## src/rtl/fifo_rd_fwft_stage.sv

```systemverilog
// Read-side FWFT output stage: issues FIFO reads and buffers the 1-cycle-latency read data in a 2-entry skid buffer.
// Optional underrun counter via `define FIFO_RD_UNDERRUN_CNT_EN. Latency empty-low to m_valid: 2 cycles; m_ready backpressure stops reads at occ+inflight=2.
module fifo_rd_fwft_stage #(
   parameter int DATA_WIDTH = 8
) (
   input  logic                  rd_clk,
   input  logic                  rd_rst_n,
   input  logic                  fifo_empty,
   output logic                  fifo_rd_en,
   input  logic [DATA_WIDTH-1:0] fifo_rd_data,
   output logic                  m_valid,
   input  logic                  m_ready,
   output logic [DATA_WIDTH-1:0] m_data,
   output logic [1:0]            level
`ifdef FIFO_RD_UNDERRUN_CNT_EN
   ,
   output logic [7:0]            underrun_cnt
`endif
);

   logic [1:0]            occ;
   logic                  inflight;
   logic [DATA_WIDTH-1:0] head;
   logic [DATA_WIDTH-1:0] tail;
   logic                  pop;
   logic [1:0]            occ_next;

   assign pop      = (occ != 2'd0) & m_ready;
   // occ + inflight never exceeds 2, so the post-edge occupancy fits in 2 bits
   assign occ_next = occ + {1'b0, inflight} - {1'b0, pop};

   // Pop look-ahead lets a read issue in the same cycle a word leaves
   assign fifo_rd_en = rd_rst_n & ~fifo_empty & ~occ_next[1];

   always_ff @(posedge rd_clk or negedge rd_rst_n) begin
      if (!rd_rst_n) begin
         occ      <= 2'd0;
         inflight <= 1'b0;
      end else begin
         occ      <= occ_next;
         inflight <= fifo_rd_en;
      end
   end

   always_ff @(posedge rd_clk or negedge rd_rst_n) begin
      if (!rd_rst_n) begin
         head <= '0;
         tail <= '0;
      end else begin
         if (pop && occ == 2'd2)
            head <= tail;
         if (inflight) begin
            if (occ == 2'd0 || (occ == 2'd1 && pop))
               head <= fifo_rd_data;
            else
               tail <= fifo_rd_data;
         end
      end
   end

   assign m_valid = (occ != 2'd0);
   assign m_data  = head;
   assign level   = occ;

`ifdef FIFO_RD_UNDERRUN_CNT_EN
   always_ff @(posedge rd_clk or negedge rd_rst_n) begin
      if (!rd_rst_n)
         underrun_cnt <= 8'd0;
      else if (m_ready && !m_valid && underrun_cnt != 8'hFF)
         underrun_cnt <= underrun_cnt + 8'd1;
   end
`endif

endmodule

```

## config.mk

```make
export PLATFORM = sky130hd
export DESIGN_NAME = fifo_rd_fwft_stage
export DESIGN_NICKNAME = d
export VERILOG_FILES = /design/src/rtl/fifo_rd_fwft_stage.sv
export SDC_FILE = /design/constraint.sdc
export NUM_CORES = 1
export LEC_CHECK = 0
export CAP_MARGIN = 15
export CORE_UTILIZATION = 42
export DETAILED_ROUTE_END_ITERATION = 8
export GPL_ROUTABILITY_DRIVEN = 0
export PLACE_DENSITY = 0.79
export SYNTH_ARGS = -nofsm -noshare
export SYNTH_HDL_FRONTEND = slang
export SYNTH_SLANG_ARGS = --single-unit
```

## constraint.sdc

```tcl
create_clock -name rd_clk -period 1.87 [get_ports rd_clk]
set_input_delay 0.2805 -clock rd_clk [delete_from_list [all_inputs] [get_ports rd_clk]]
set_output_delay 0.2805 -clock rd_clk [all_outputs]
set_load 0.05 [all_outputs]
```

==> impl_summary.txt <==
----------------------------------------------------
[Clocking]
  Clock root buffer master ... clkbuf_4
  Number of buffers added for setup after CTS ... 0
  Clock tree buffer depth ... 2
  Clock sinks ... 19
  Maximum level of the CTS H-tree ... 1
  Clock edge transition at the registers on the reported setup and hold paths ... 0.11 ns
  Worst skew pair latency ... ~0.29 ns
  Number of buffers added by the clock tree synthesis step ... 3
  CTS tree ... done

[Setup path]
  Data arrival time at the worst-slack endpoint ... roughly 2.0 ns
  Worst reg-to-reg setup slack ... 0.21 ns
  Crit end category ... output port
  Type of the worst setup path ... reg2out
  Startpoint type of the worst setup path ... register
  Maximum net fanout on the critical path ... 2
  Cells on worst reg2reg path ... 5
  Required time of the critical path ... 1.59 ns

[Timing]
  Final worst path period need ... 2.30 ns
  Worst Max-Slew Pin Slew ... 0.496 ns
  Worst setup slack after layout ... -0.432 ns
  Total count of max-transition violations in the final report ... 0
  RSZ-0062 raised after global routing ... yes
  Endpoints failing setup ... 1
  Hold Violations, Final ... 0
  Skew final ... approximately 0.005 ns
  Rel. slew slack ... 0.668
  Minimum hold slack ... 0.492 ns
  Share of the cycle needed by the critical path after routing ... 1.23
  Achievable frequency ... 434 MHz
  Post-Route Setup TNS ... -0.432 ns

[Global route]
  All-Layer GR Usage ... 0.175
  Final global-route overflow total ... 0
  Number of antenna violations at the first check in global routing ... 0
  Wire length of the first global-routing pass ... approximately 3.1 mm
  Via count of the first global-routing pass ... 695
  Largest net degree at the start of global routing ... 20

[Synth]
  YS warnings ... 0
  Mapped Cells ... 59
  Fraction of synthesized cell area taken by the top area cell type ... 0.521
  Net Count, Synth ... 72
  Synthesized area per cell ... 15.5 sq um
  Flip-flop and latch count after synthesis ... 19
  Synth unique cells ... 18
  Area of the mapped netlist ... 913 sq um
  Cell taking the most area after synthesis ... dfrtp_1
  Share of the yosys chip area belonging to registers ... 0.521
  Area contributors post-synth ... dfrtp_1 (52%), mux2_2 (20%), mux2_4 (13%)

[Job]
  Max-cap violation count ... 0

[Detailed routing]
  Remaining DRCs ... 0
  Post-Route WL ... 1.64 mm
  Detail Route Antenna Nets ... 0
  Via count ... 620
  1st-pass router iterations ... 3
  Detail-routed via count per cell ... between 5 and 6
  Average wire per standard cell ... 13.3 um
  Initial drt markers ... 3

[Final layout]
  Fraction of the core area covered by cells at the end of the flow ... 0.664
  Number of inserted filler cells in the final layout ... 165
  Synth-to-layout area growth ... 45.6%
  Antenna Cells ... 0
  Combined flip-flop and latch cell area ... ~480 sq um
  Commonest cells after routing, fill and taps aside ... clkdlybuf4s50_1 (19), dfrtp_1 (17), mux2_2 (16)
  Final nets ... 110
  Share of cells above drive strength 1 ... 0.552
  Area of the multi-input gates ... 462 sq um
  Most common cell after layout, fill and taps aside ... clkdlybuf4s50_1

[Outcome]
  Violations in the final reports ... negative setup slack
  Result of the run ... finished, violations left

[Floorplan]
  Number of core rows ... 16
  Floorplan die width ... 48.6 um
  Count of pins on the block boundary ... 24
  Die outline area ... about 0.0024 sq mm
  Floorplan Core Area ... between 0.002 and 0.0025 sq mm
  Overall die height ... 48.6 um
  Starting utilization of the core area ... 0.456

[Power]
  P per Cell Area ... 1860 mW/mm^2
  Worst VDD drop ... 0.959 mV
  Static Leakage ... 0.000603 uW
  Final Power ... about 2500 uW

[Place]
  DP HPWL ... 1.27 mm
  Input/output buffers ... 23

[Min path]
  Class of the worst hold path ... in2async

----------------------------------------------------
stage by stage:
| stage | instances | setup slack, ns | cell area [sq um] |
|---|---|---|---|
| global route | 123 | -0.499 | 1330 |
| detailed placement | 119 | -0.281 | 1290 |
| global placement | 119 | -0.256 | 1290 |
| finish | 123 | -0.432 | 1330 |
| CTS | 123 | -0.431 | 1320 |
| floorplan | 59 | -0.374 | 938 |
power breakdown:
group          switching (uW)  internal [uW]  total (uW)
sequential                107            623         730
clock                     127           79.4         206
combinational             772            764        1540
total                    1010           1470        2470
synthesized netlist by cell type:
library cell and count:
dfrtp_1 19, mux2_2 16, mux2_4 8, xnor2_1 2, a21oi_1 1, buf_6 1
ha_1 1, mux2i_1 1, nand2_1 1, nand3b_1 1, nand3b_2 1, nor2b_2 1
nor4bb_1 1, o21ai_2 1, or2_2 1, or2b_1 1, or3b_1 1, or3b_2 1
final timing paths:
| check | startpoint | endpoint |
|---|---|---|
| min | rd_rst_n | level[0]$_DFF_PN0_ |
| min in group rd_clk | tail[5]$_DFFE_PN0P_ | tail[5]$_DFFE_PN0P_ |
| max in group asynchronous | rd_rst_n | level[1]$_DFF_PN0_ |
| max reg2reg | level[0]$_DFF_PN0_ | m_data[4]$_DFF_PN0_ |
| min reg2reg | tail[5]$_DFFE_PN0P_ | tail[5]$_DFFE_PN0P_ |
| max | level[1]$_DFF_PN0_ | fifo_rd_en |
registers in the layout (all words and copies together) (netlist names):
name,count
tail,8
level,2
m_data,8
inflight,1
cell families after synthesis:
family	after synthesis	synth area share
adder cells (fa/ha/maj)	1	0.0137
XOR/XNOR	2	0.0192
buffers and inverters	1	0.0123
multiplexers	25	0.340
flip-flops	19	0.521
AO/OA/AOI/OAI	2	0.0151
AND/OR/NAND/NOR	9	0.0795
cell type report:
class | count | share of cell area
Sequential cell | 19 | 0.359
Multi-Input combinational cell | 39 | 0.347
Timing Repair Buffer | 34 | 0.247
Tap cell | 27 | 0.0254
Clock buffer | 3 | 0.0169
Clock inverter | 1 | 0.00376
worst max-delay path: stages, from the launching register on:
cell,delay (ns)
dfrtp_2,0.42
or2_4,0.26
nand2_4,0.06
xnor2_2,0.06
ha_2,0.19
or3b_4,0.40
mux2i_4,0.18
buf_12,0.16
per-layer routing:
layer  part of all wire  global-route usage  up-vias
li1                   -                   -      292
met1               0.41               0.213      312
met2               0.53               0.301       14
met3              0.051              0.0409        2
met4             0.0085              0.0588        0
met5                  0                   0        -
repair_timing:
| item | in CTS | in global routing |
|---|---|---|
| gates resized for setup | 1 | 2 |
| hold buffers | 0 | 0 |
| pin swaps | 0 | 4 |
| endpoints found under the setup margin | 2 | 1 |
No activity file was read; power rests on OpenSTA's default activity.
